==> config.mk <==
export PLATFORM = sky130hd
export DESIGN_NAME = multicycle_alu
export DESIGN_NICKNAME = d
export VERILOG_FILES = /design/src/rtl/alu_pkg.sv /design/src/rtl/alu_iter_engine.sv /design/src/rtl/multicycle_alu.sv
export SDC_FILE = /design/constraint.sdc
export NUM_CORES = 1
export LEC_CHECK = 0
export CAP_MARGIN = 25
export CELL_PAD_IN_SITES_DETAIL_PLACEMENT = 0
export CELL_PAD_IN_SITES_GLOBAL_PLACEMENT = 2
export CORE_AREA = 3 3 161 163
export DETAILED_ROUTE_END_ITERATION = 6
export DIE_AREA = 0 0 164 166
export PLACE_DENSITY_LB_ADDON = 0.1
export SYNTH_ARGS = -nofsm -noshare
export SYNTH_HDL_FRONTEND = slang
export SYNTH_HIERARCHICAL = 1
export SYNTH_SLANG_ARGS = --single-unit
export TNS_END_PERCENT = 10
==> constraint.sdc <==
create_clock -name clk -period 3.7 [get_ports clk]
set_input_delay 0.37 -clock clk [delete_from_list [all_inputs] [get_ports clk]]
set_output_delay 0.37 -clock clk [all_outputs]
set_load 0.05 [all_outputs]
==> src/rtl/alu_pkg.sv <==
// Shared definitions for the multicycle ALU: default operand width,
// opcode encoding and FSM state encoding.
// Optional feature macro: ALU_DIV_EN (enables the iterative divide datapath).
package alu_pkg;

  localparam int DEFAULT_WIDTH = 16;

  typedef enum logic [2:0] {
    OP_ADD = 3'd0,
    OP_SUB = 3'd1,
    OP_AND = 3'd2,
    OP_OR  = 3'd3,
    OP_XOR = 3'd4,
    OP_SHL = 3'd5,
    OP_MUL = 3'd6,
    OP_DIV = 3'd7
  } opcode_t;

  typedef enum logic [1:0] {
    ST_IDLE = 2'd0,
    ST_BUSY = 2'd1,
    ST_DONE = 2'd2
  } state_t;

endpackage

==> src/rtl/alu_iter_engine.sv <==
// Iterative datapath shared by MUL (shift-add) and DIV (restoring division).
// One bit is processed per step; after WIDTH steps the step_* outputs hold
// the final {high, low} pair. step_* are the values the registers would take
// on this step, so the parent can capture the result on the last step.
// Ports:
//   clk, reset_n        clock, synchronous active-low reset
//   start               load operands (a, b) and the operation kind
//   step                perform one iteration
//   finish              final step: parent captures step_*, engine clears
//   op_div              1 = divide, 0 = multiply (only with ALU_DIV_EN)
//   a, b                operands
//   step_lo, step_hi    product low/high, or quotient/remainder
//   step_carry          multiply: high half non-zero; divide: 0
// The divide datapath exists only when ALU_DIV_EN is defined.
module alu_iter_engine
  import alu_pkg::*;
#(
  parameter int WIDTH = DEFAULT_WIDTH
) (
  input  logic             clk,
  input  logic             reset_n,
  input  logic             start,
  input  logic             step,
  input  logic             finish,
`ifdef ALU_DIV_EN
  input  logic             op_div,
`endif
  input  logic [WIDTH-1:0] a,
  input  logic [WIDTH-1:0] b,
  output logic [WIDTH-1:0] step_lo,
  output logic [WIDTH-1:0] step_hi,
  output logic             step_carry
);

  // hi: product accumulator / partial remainder
  // lo: multiplier being shifted out, product low bits shifted in /
  //     dividend being shifted out, quotient bits shifted in
  // opnd: multiplicand / divisor
  logic [WIDTH-1:0] hi_q, hi_d;
  logic [WIDTH-1:0] lo_q, lo_d;
  logic [WIDTH-1:0] opnd_q, opnd_d;
  logic [WIDTH:0]   mul_sum;
`ifdef ALU_DIV_EN
  logic             div_q, div_d;
  logic [WIDTH:0]   div_shift;
  logic [WIDTH:0]   div_diff;
`endif

  // NOTE: every variable written here gets a default first, so no latch is inferred.
  always_comb begin
    mul_sum    = {1'b0, hi_q} + (lo_q[0] ? {1'b0, opnd_q} : '0);
    step_hi    = mul_sum[WIDTH:1];
    step_lo    = {mul_sum[0], lo_q[WIDTH-1:1]};
    step_carry = (step_hi != '0);
`ifdef ALU_DIV_EN
    div_shift = {hi_q, lo_q[WIDTH-1]};
    div_diff  = div_shift - {1'b0, opnd_q};
    if (div_q) begin
      step_carry = 1'b0;
      // Top bit of the difference set means the trial subtraction borrowed:
      // restore (keep the shifted remainder) and shift in a 0 quotient bit.
      if (!div_diff[WIDTH]) begin
        step_hi = div_diff[WIDTH-1:0];
        step_lo = {lo_q[WIDTH-2:0], 1'b1};
      end else begin
        step_hi = div_shift[WIDTH-1:0];
        step_lo = {lo_q[WIDTH-2:0], 1'b0};
      end
    end
`endif
  end

  always_comb begin
    hi_d   = hi_q;
    lo_d   = lo_q;
    opnd_d = opnd_q;
`ifdef ALU_DIV_EN
    div_d  = div_q;
`endif
    if (start) begin
      hi_d = '0;
`ifdef ALU_DIV_EN
      div_d  = op_div;
      lo_d   = op_div ? a : b;
      opnd_d = op_div ? b : a;
`else
      lo_d   = b;
      opnd_d = a;
`endif
    end else if (finish) begin
      hi_d   = '0;
      lo_d   = '0;
      opnd_d = '0;
`ifdef ALU_DIV_EN
      div_d  = 1'b0;
`endif
    end else if (step) begin
      hi_d = step_hi;
      lo_d = step_lo;
    end
  end

  // NOTE: state is updated with non-blocking assignments so every flop samples pre-edge values.
  always_ff @(posedge clk) begin
    if (!reset_n) begin
      hi_q   <= '0;
      lo_q   <= '0;
      opnd_q <= '0;
`ifdef ALU_DIV_EN
      div_q  <= 1'b0;
`endif
    end else begin
      hi_q   <= hi_d;
      lo_q   <= lo_d;
      opnd_q <= opnd_d;
`ifdef ALU_DIV_EN
      div_q  <= div_d;
`endif
    end
  end

endmodule

==> src/rtl/multicycle_alu.sv <==
// Multicycle ALU. ADD/SUB/AND/OR/XOR/SHL complete one cycle after accept;
// MUL (and DIV with a non-zero divisor) spend WIDTH cycles in BUSY in
// alu_iter_engine. Results and flags hold from one done pulse to the next.
// Ports:
//   clk, reset_n        clock, synchronous active-low reset
//   start               request; accepted in IDLE or DONE, ignored in BUSY
//   opcode, a, b        operation and operands, captured at accept
//   busy                high exactly while in BUSY
//   done                one-cycle pulse when results become valid
//   result, result_hi   low result; product high half or remainder
//   zero, carry, err    status flags
// Configuration macro: ALU_DIV_EN. When undefined, opcode 7 is illegal and
// completes in one cycle with err=1 and zero results.
module multicycle_alu
  import alu_pkg::*;
#(
  parameter int WIDTH = DEFAULT_WIDTH
) (
  input  logic             clk,
  input  logic             reset_n,
  input  logic             start,
  input  logic [2:0]       opcode,
  input  logic [WIDTH-1:0] a,
  input  logic [WIDTH-1:0] b,
  output logic             busy,
  output logic             done,
  output logic [WIDTH-1:0] result,
  output logic [WIDTH-1:0] result_hi,
  output logic             zero,
  output logic             carry,
  output logic             err
);

  localparam int CNT_W = $clog2(WIDTH + 1);

  state_t           state_q, state_d;
  logic [CNT_W-1:0] cnt_q, cnt_d;
  logic             busy_q, busy_d;
  logic             done_q, done_d;
  logic [WIDTH-1:0] result_q, result_d;
  logic [WIDTH-1:0] result_hi_q, result_hi_d;
  logic             zero_q, zero_d;
  logic             carry_q, carry_d;
  logic             err_q, err_d;

  opcode_t          op;
  logic             accept;
  logic             iter_op;
  logic             iter_start;
  logic             iter_step;
  logic             iter_finish;
  logic [WIDTH-1:0] eng_lo, eng_hi;
  logic             eng_carry;

  logic [WIDTH:0]   add_ext;
  logic [WIDTH:0]   shl_ext;
  logic [WIDTH-1:0] fast_lo, fast_hi;
  logic             fast_c, fast_e;

  assign op     = opcode_t'(opcode);
  assign accept = start && (state_q != ST_BUSY);

  // A zero divisor never enters the iteration; it completes immediately.
`ifdef ALU_DIV_EN
  assign iter_op = (op == OP_MUL) || ((op == OP_DIV) && (b != '0));
`else
  assign iter_op = (op == OP_MUL);
`endif

  assign iter_start  = accept && iter_op;
  assign iter_step   = (state_q == ST_BUSY);
  assign iter_finish = iter_step && (cnt_q == CNT_W'(WIDTH - 1));

  alu_iter_engine #(
    .WIDTH      (WIDTH)
  ) u_engine (
    .clk        (clk),
    .reset_n    (reset_n),
    .start      (iter_start),
    .step       (iter_step),
    .finish     (iter_finish),
`ifdef ALU_DIV_EN
    .op_div     (op == OP_DIV),
`endif
    .a          (a),
    .b          (b),
    .step_lo    (eng_lo),
    .step_hi    (eng_hi),
    .step_carry (eng_carry)
  );

  // Single-cycle results, evaluated on the live operands at the accept edge.
  always_comb begin
    add_ext = {1'b0, a} + {1'b0, b};
    // Bit WIDTH of the widened shift is the last bit shifted out (0 for shift 0).
    shl_ext = {1'b0, a} << b[3:0];
    fast_lo = '0;
    fast_hi = '0;
    fast_c  = 1'b0;
    fast_e  = 1'b0;
    case (op)
      OP_ADD: {fast_c, fast_lo} = add_ext;
      OP_SUB: begin
        fast_lo = a - b;
        fast_c  = (a < b);
      end
      OP_AND: fast_lo = a & b;
      OP_OR:  fast_lo = a | b;
      OP_XOR: fast_lo = a ^ b;
      OP_SHL: begin
        fast_lo = shl_ext[WIDTH-1:0];
        fast_c  = shl_ext[WIDTH];
      end
`ifdef ALU_DIV_EN
      OP_DIV: begin
        fast_lo = '1;
        fast_hi = a;
        fast_e  = 1'b1;
      end
`else
      OP_DIV: fast_e = 1'b1;
`endif
      default: ;
    endcase
  end

  always_comb begin
    state_d     = state_q;
    cnt_d       = cnt_q;
    done_d      = 1'b0;
    result_d    = result_q;
    result_hi_d = result_hi_q;
    zero_d      = zero_q;
    carry_d     = carry_q;
    err_d       = err_q;
    if (iter_finish) begin
      state_d     = ST_DONE;
      done_d      = 1'b1;
      result_d    = eng_lo;
      result_hi_d = eng_hi;
      zero_d      = (eng_lo == '0);
      carry_d     = eng_carry;
      err_d       = 1'b0;
    end else if (state_q == ST_BUSY) begin
      cnt_d = cnt_q + CNT_W'(1);
    end else if (accept) begin
      if (iter_op) begin
        state_d = ST_BUSY;
        cnt_d   = '0;
      end else begin
        state_d     = ST_DONE;
        done_d      = 1'b1;
        result_d    = fast_lo;
        result_hi_d = fast_hi;
        zero_d      = (fast_lo == '0);
        carry_d     = fast_c;
        err_d       = fast_e;
      end
    end else begin
      state_d = ST_IDLE;
    end
    busy_d = (state_d == ST_BUSY);
  end

  always_ff @(posedge clk) begin
    if (!reset_n) begin
      state_q     <= ST_IDLE;
      cnt_q       <= '0;
      busy_q      <= 1'b0;
      done_q      <= 1'b0;
      result_q    <= '0;
      result_hi_q <= '0;
      zero_q      <= 1'b0;
      carry_q     <= 1'b0;
      err_q       <= 1'b0;
    end else begin
      state_q     <= state_d;
      cnt_q       <= cnt_d;
      busy_q      <= busy_d;
      done_q      <= done_d;
      result_q    <= result_d;
      result_hi_q <= result_hi_d;
      zero_q      <= zero_d;
      carry_q     <= carry_d;
      err_q       <= err_d;
    end
  end

  assign busy      = busy_q;
  assign done      = done_q;
  assign result    = result_q;
  assign result_hi = result_hi_q;
  assign zero      = zero_q;
  assign carry     = carry_q;
  assign err       = err_q;

endmodule

==> flow_summary_export.csv <==
group,metric,value,unit
synth,syn-cell-area,0.00783,mm²
synth,post_synth_xor_area_fraction,0.0201,
power_and_ir_drop,p_int,1.88,mW
worst_setup_path,startpoint_type,"register",
synth,synth_simple_gate_area_frac,0.182,
sta,drv_slew,0,
detailed_routing,dr_total_vias,7848,
worst_setup_path,worstSetupPathType,"register to register",
global_route,grt_pass1_wl,45600,µm
sta,period_share,0.957,
placement,numPortBuffers,74,
final_layout,fin_cells,1417,
synth,synth.distinct_cells,86,
sta,setup_slack,0.158,ns
synth,seq_area_frac_synth,0.235,
job,drv_cap,0,
clocking,hold_buffers,0,
worst_setup_path,critPathMaxStageDelay,0.51,ns
synth,syn_avg_cell_area,8.07,µm²
synth,synth_top_family_by_area,"compound AO/OA/AOI/OAI gates",
run_status,outcome,"completed",
floorplan,die_h,166,µm
floorplan,die_w,164,µm
synth,ys.flop_type,"dfxtp_1",
synth,synthAdderAreaFrac,0.120,
detailed_routing,drc,0,
worst_setup_path,crit_arrival,3.79,ns
floorplan,start_util,0.320,
clocking,htree_levels,3,
worst_setup_path,critPathSlowestCell,"or4b_1",
clocking,cts_buffers,9,
worst_setup_path,endpoint_kind,"register",
final_layout,antennaDiodeCount,0,
detailed_routing,vias_per_cell,5.54,
clocking,cts_tree,"done",
detailed_routing,dr.first_iter.drc_count,581,
clocking,cts_sinks,92,
floorplan,die-area,0.0272,mm²
sta,hold_violations,0,
sta,worst_pin_slew,0.786,ns
synth,synth_nets,1081,
floorplan,ios,75,
placement,gp_congestion,0.873,
power_and_ir_drop,p_comb_frac,0.318,
synth,synth_compound_area_frac,0.283,
global_route,antenna_found_initial,0,
final_layout,fin_nets,1199,
detailed_routing,drt_pre_antenna_iters,6,
final_layout,final_common_cell,"buf_4",
power_and_ir_drop,seq_power_share,0.368,
global_route,grt_max_degree,38,
sta,rsz0062_at_grt,"no",
worst_setup_path,cp.required,3.94,ns
synth,yosysWarningCount,6,
sta,relSlewSlack,0.476,
clocking,clk_latency,0.34,ns
power_and_ir_drop,power_frac_clock,0.314,
synth,async_flop_share,0,
global_route,grt_util_all_layers,0.216,
power_and_ir_drop,vdd_drop_max,0.220,mV
worst_setup_path,cp_common_cell,"or4b_1",
floorplan,row_count,57,
synth,muxShareOfSynthArea,0.0738,
sta,max_freq,282,MHz
detailed_routing,drtAntennaViolNets,0,
power_and_ir_drop,power_density,293,mW/mm²
power_and_ir_drop,leakagePower,4.09,nW
worst_setup_path,ff2ff_path_depth,13,
sta,setup-violations-final,0,
sta,finalCriticalPeriod,3.54,ns
final_layout,final_cell_mix,"buf_4 (111), nor2_1 (99), dfxtp_1 (91), clkdlybuf4s50_1 (73), a21oi_1 (71)",
synth,synth-seq-cells,92,
clocking,clock-root-buffer,"clkbuf_16",
synth,synth_edf_count,0,
worst_setup_path,crit_chain,"and2_1 -> ha_1 -> buf_4 -> a21oi_1 -> nand2_1 -> a41o_1 -> a211oi_2 -> xor2_1 -> inv_1 -> or4b_1 -> or4b_1 -> a22o_1 -> o21a_1",
global_route,overflow,0,
power_and_ir_drop,swShare,0.342,
detailed_routing,wl_per_cell,21.5,µm
global_route,grt_pass1_vias,7464,
final_layout,syn_to_final_growth,24.5,%
placement,dpl_worst_slack,-0.00136,ns
detailed_routing,wl,30500,µm
placement,dp.cells,1398,
power_and_ir_drop,switching_power,0.975,mW
synth,synthCells,970,
final_layout,drive_gt1_frac,0.159,
placement,hpwl,24000,µm
worst_hold_path,holdPathStages,1,
floorplan,coreArea,0.0245,mm²
clocking,cts_buffer_depth,2,
sta,fin_skew,0.0100,ns
worst_hold_path,hold_class,"register to register",
worst_setup_path,cp_max_fo,6,
clocking,path_clk_slew,0.07,ns
==> cell families (layout without fill, tap and decap cells) <==
| group | after synthesis | count (layout) |
|---|---|---|
| flops | 92 | 92 |
| xor+xnor | 18 | 18 |
| buf+inv | 142 | 265 |
| mux | 41 | 41 |
| fa+ha+maj | 73 | 73 |
| simple gates | 286 | 286 |
| compound gates | 318 | 318 |
==> sequential cells by signal, indices dropped and copies added (netlist names) <==
name,flops
zero,1
carry,1
u_engine/opnd_q,16
result_hi,16
err,1
state_q,2
done,1
busy,1
cnt_q,5
u_engine/hi_q,16
result,16
u_engine/lo_q,16
==> power by group through the flow <==
stage	Combinational [mW]	Clock (mW)	Sequential, mW
detailed placement	0.899	0	1.07
floorplan	0.474	0	1.12
finish	0.907	0.897	1.05
global placement	0.906	0	1.07
CTS	0.904	0.918	1.05
global route	0.975	0.959	1.05
==> critical path: cells and delay by family, from the launching register on <==
family,cells,cell delay [ns]
flops,1,0.34
buf+inv,2,0.28
fa+ha+maj,1,0.33
xor+xnor,1,0.23
simple gates,4,1.25
compound gates,5,1.02
==> synth_stat cells (9+ instances only) <==
cell type | number | area share
nor2_1 | 99 | 0.047
dfxtp_1 | 92 | 0.24
a21oi_1 | 72 | 0.046
ha_1 | 70 | 0.11
o21ai_0 | 66 | 0.042
inv_1 | 62 | 0.030
nand2_1 | 60 | 0.029
clkbuf_1 | 41 | 0.020
and2_1 | 25 | 0.020
a22oi_1 | 24 | 0.023
mux2i_1 | 24 | 0.031
a22o_1 | 21 | 0.023
nor3_1 | 18 | 0.012
buf_4 | 17 | 0.016
nand3_1 | 16 | 0.010
o211ai_1 | 14 | 0.013
nor2b_1 | 13 | 0.010
a222oi_1 | 12 | 0.015
nand4_1 | 12 | 0.0096
a211oi_1 | 11 | 0.011
a31oi_1 | 10 | 0.0080
mux4_2 | 10 | 0.029
nand2b_1 | 10 | 0.0080
o21bai_1 | 9 | 0.0086
xnor2_1 | 9 | 0.010
xor2_1 | 9 | 0.010
==> per-stage QoR <==
step	hold slack, ns	total power, mW	area, µm²	TNS (ns)	util
CTS	0.477	2.87	9660	0	0.395
floorplan	0.441	1.59	7840	0	-
global placement	0.454	1.98	9360	0	0.382
detailed placement	0.458	1.97	9360	-0.00136	0.382
global route	0.488	2.99	9750	0	0.398
finish	0.472	2.85	9750	0	0.398
==> cell type report <==
type	count	area (µm²)
clock inverter	5	42.5
fill	2545	14700
multi-input combinational	736	5400
inverter	64	240
clock buffer	11	243
sequential	92	1840
timing repair buffer	185	1570
tap	324	405
==> per-layer routing <==
| metal | GRT usage | up-vias | part of all wire |
|---|---|---|---|
| li1 | - | 3797 | - |
| met2 | 0.345 | 248 | 0.47 |
| met4 | 0.0522 | 0 | 0.019 |
| met3 | 0.0274 | 26 | 0.051 |
| met5 | 0 | - | 0 |
| met1 | 0.309 | 3777 | 0.46 |
==> final timing paths <==
path         slack [ns]           startpoint             endpoint
max                0.16     u_engine/lo_q[0]                carry
min                0.47  u_engine/opnd_q[14]  u_engine/opnd_q[14]
max reg2reg        0.16     u_engine/lo_q[0]                carry
min reg2reg        0.47  u_engine/opnd_q[14]  u_engine/opnd_q[14]
==> what timing repair did <==
item	in CTS	in global routing
setup buffers	1	1
gates resized for setup	3	14
endpoints found under the setup margin	1	1
pin swaps	2	7
Note: power is estimated with default switching activity, not from simulation.
==> variant 1, RTL diff (same settings) <==
Change the package constant `DEFAULT_WIDTH` from 16 to 32.
--- a/src/rtl/alu_pkg.sv
+++ b/src/rtl/alu_pkg.sv
@@ -5,3 +5,3 @@
 
-  localparam int DEFAULT_WIDTH = 16;
+  localparam int DEFAULT_WIDTH = 32;
 
Ports: changed (resized a, b, result and result_hi); port bits go from 75 to 139. No check against the original RTL was run, so the function may have changed too.
==> variant 1 against the original RTL <==
The run now fails in global placement without I/O. Synthesized cell count increased by 110%. Synthesized area increased by 110%.
==> variant 1: results (changes against the original RTL) <==
- Status: did not finish
- Failed at: global placement without I/O
- Tool error: [ERROR FLW-0024] Place density exceeds 1.0 (current PLACE_DENSITY_LB_ADDON =  0.1). Please check if the value of  PLACE_DENSITY_LB_ADDON is between 0 and 0.99.
- #FFs+latches synth: 173 (+88%)
- Yosys cell types: 108 (+26%)
- Avg Cell Area, Syn: 7.76 um2 (-3.8%)
- Seq/Total Area, Yosys: 21.4% (-2.1 points)
- Commonest cells post-synth: nor2_1 (174), dfxtp_1 (173), a21oi_1 (171)
- Post-synth ARST share: 0% (unchanged)
- Post-synth net total: 2294 (+110%)
- Count of warnings emitted by yosys: 6 (unchanged)
- Count leader, synth: nor2_1
- Dominant cells by area after synthesis: dfxtp_1 (21%), ha_1 (11%), a21oi_1 (5.3%)
[variant 1: cells by family after synthesis]
kind of cell / synth area share [%]
muxes: 8.34
DFF: 21.4
AOI/OAI and AO/OA: 30.2
adders and majority gates: 11.1
buffers and inverters: 8.20
xor gates and xnor gates: 1.84
and+or+nand+nor: 18.8
==> variant 2, RTL diff (same flow settings) <==
Without the edit above. Reset style: asynchronous (`reset_n`), changed in 2 clocked blocks. Comments in the files are not updated.
--- a/src/rtl/alu_iter_engine.sv
+++ b/src/rtl/alu_iter_engine.sv
@@ -103,3 +103,3 @@
   // NOTE: state is updated with non-blocking assignments so every flop samples pre-edge values.
-  always_ff @(posedge clk) begin
+  always_ff @(posedge clk or negedge reset_n) begin
     if (!reset_n) begin
--- a/src/rtl/multicycle_alu.sv
+++ b/src/rtl/multicycle_alu.sv
@@ -164,3 +164,3 @@
 
-  always_ff @(posedge clk) begin
+  always_ff @(posedge clk or negedge reset_n) begin
     if (!reset_n) begin
Formal check against the unedited RTL: differs if reset_n is asserted again (counterexample within 4 cycles, from zero or initial values and one cycle with reset_n low); with reset_n held inactive, the same outputs for 4 cycles.
==> variant 2 against the original RTL <==
Synthesized area grew 8.8%. Sequential share of layout area grew 3.8 points. Synthesized cell count grew 10%. Sequential cell count is the same. Routed wire length grew 0.49%. Count of clock-buffer cells in the layout grew 1. Worst hold slack lost 0.34 ns. Final area grew 4.0%. Worst setup slack gained 0.20 ns. Critical path type is now input pin to register. Largest cell class unchanged.
Power is not compared: it rests on default switching activity, and its combinational part moved more than twofold at a synthesized area within 25%.
==> variant 2: results (changes against the original RTL) <==
- Post-CTS Setup Inserts: 0 (-1)
- P_comb: 0.00207 W
- H-tree Lvls: 3 (unchanged)
- Vias: 8077 (+2.9%)
- Final #Nets: 1268 (+5.8%)
- CTS resizes: 0 (-3)
- Yosys cell types: 83 (-3.5%)
- Overflow after GRT: 0 (unchanged)
- Gr usage total: 22.6% (+1.0 points)
- Final Cycle Share: 90.4% (-5.3 points)
- Dominant cells by area after synthesis: dfrtp_1 (27%), ha_1 (10%), mux2i_1 (6.3%)
- Pin count of the biggest net entering global routing: 71 (+87%)
- Crit-path max cell delay: 0.49 ns (-0.02 ns)
- Initial drt markers: 605 (+4.1%)
- Status: completed
- Reg clk slew, reported paths: 0.07 ns (about the same)
- Number of global-route vias before repair: 7915 (+6.0%)
- Clk power: 0.000905 W
- Share of layout cells above drive strength 1: 11.6% (-4.3 points)
- GPL Wtd Cong: 0.944 (+8.1%)
- Initial antenna violation count: 0 (unchanged)
- Clock Skew: 0.00857 ns (-0.00144 ns)
- Slowest CP cell: clkdlybuf4s50_1
- Wirelength per Cell: 20.6 um (-4.2%)
- Detailed Place HPWL: 24.3 mm (+1.1%)
- Post-synthesis instance total: 1069 (+10%)
- Drt total wl: 30.6 mm (+0.49%)
- Seq/Total Area, Yosys: 27.0% (+3.5 points)
- DRT Pass-1 Iters: 5 (-1)
- Total CTS buffers: 9 (unchanged)
- Port bufs: 74 (unchanged)
- Placement-stage cell area: 9850 um2 (+5.3%)
- Crit path DAT: 3.62 ns (-0.17 ns)
- Dpl ws: 0.0160 ns (+0.0173 ns)
- Max IR drop VDD: 0.239 mV
- Commonest cells post-synth: nand2_1 (124), nor2_1 (99), dfrtp_1 (92)
- Post-synth ARST share: 100% (+100 points)
- Count of warnings emitted by yosys: 6 (unchanged)
- CP top delay family: compound AO/OA/AOI/OAI gates
- Leakage: 4.50 nW
- Worst slew margin: 26.5% (-21 points)
- HP Class: input pin to async pin
- Insertion delay to the later sink of the worst-skew pair: 0.35 ns
- Sw Ratio: 42.3%
- Max Fanout on Critical Path: 5 (-1)
- R2r setup slk: 0.36 ns (+0.20 ns)
- Post-synth net total: 1180 (+9.2%)
- N_diodes: 0 (unchanged)
- Clk buf depth: 2 (unchanged)
- First-pass GRT wire length: 47.8 mm (+4.9%)
- Root buf cell: clkbuf_16
- Placed insts: 1470 (+5.2%)
## variant 2: layer usage
metal  vias up  GRT usage, %  wire length (um)
li1       3972             -                 -
met1      3862          34.7             15600
met2       210          33.2             12900
met3        33          2.72              1410
met4         0          6.14               691
met5         -             0                 0
## variant 2: final cells by class
type / count / area [um2]
repair buffers: 149 / 1300
inverters: 69 / 260
clock inverters: 4 / 32.5
fillers: 2529 / 14300
well taps: 324 / 405
clock buffers: 12 / 246
multi-input cells: 836 / 5590
flip-flops and latches: 92 / 2300
## variant 2: final timing paths
kind,start,endpoint,cells past startpoint
worst max-delay path,a[0],zero,15
worst min-delay path,reset_n,result_hi[11],1
worst max register to register,u_engine/lo_q[0],carry,14
worst min register to register,result_hi[13],result_hi[13],2
max in group asynchronous,reset_n,u_engine/hi_q[0],2
min in group clk,result_hi[13],result_hi[13],2
## variant 2: logic make-up after synthesis
kind of cell | share of synthesized area (%)
AOI/OAI and AO/OA | 21.6
xor gates and xnor gates | 1.54
adders and majority gates | 11.0
buffers and inverters | 7.45
DFF | 27.0
muxes | 9.11
and+or+nand+nor | 22.2
## variant 2: worst reg2reg max path: cells and delay by family, from the launching register on
family          cells  cell delay, ns
buf+inv             1            0.07
flops               1            0.44
simple gates        7            1.64
compound gates      4            0.45
fa+ha+maj           2            0.63
## variant 2: metrics by stage
stage | power [W] | hold WS, ns
after floorplan | 0.00288 | 0.0744
after global placement | 0.00353 | 0.483
after detailed placement | 0.00354 | 0.486
after CTS | 0.00447 | 0.178
after global routing | 0.00475 | 0.210
final | 0.00443 | 0.129
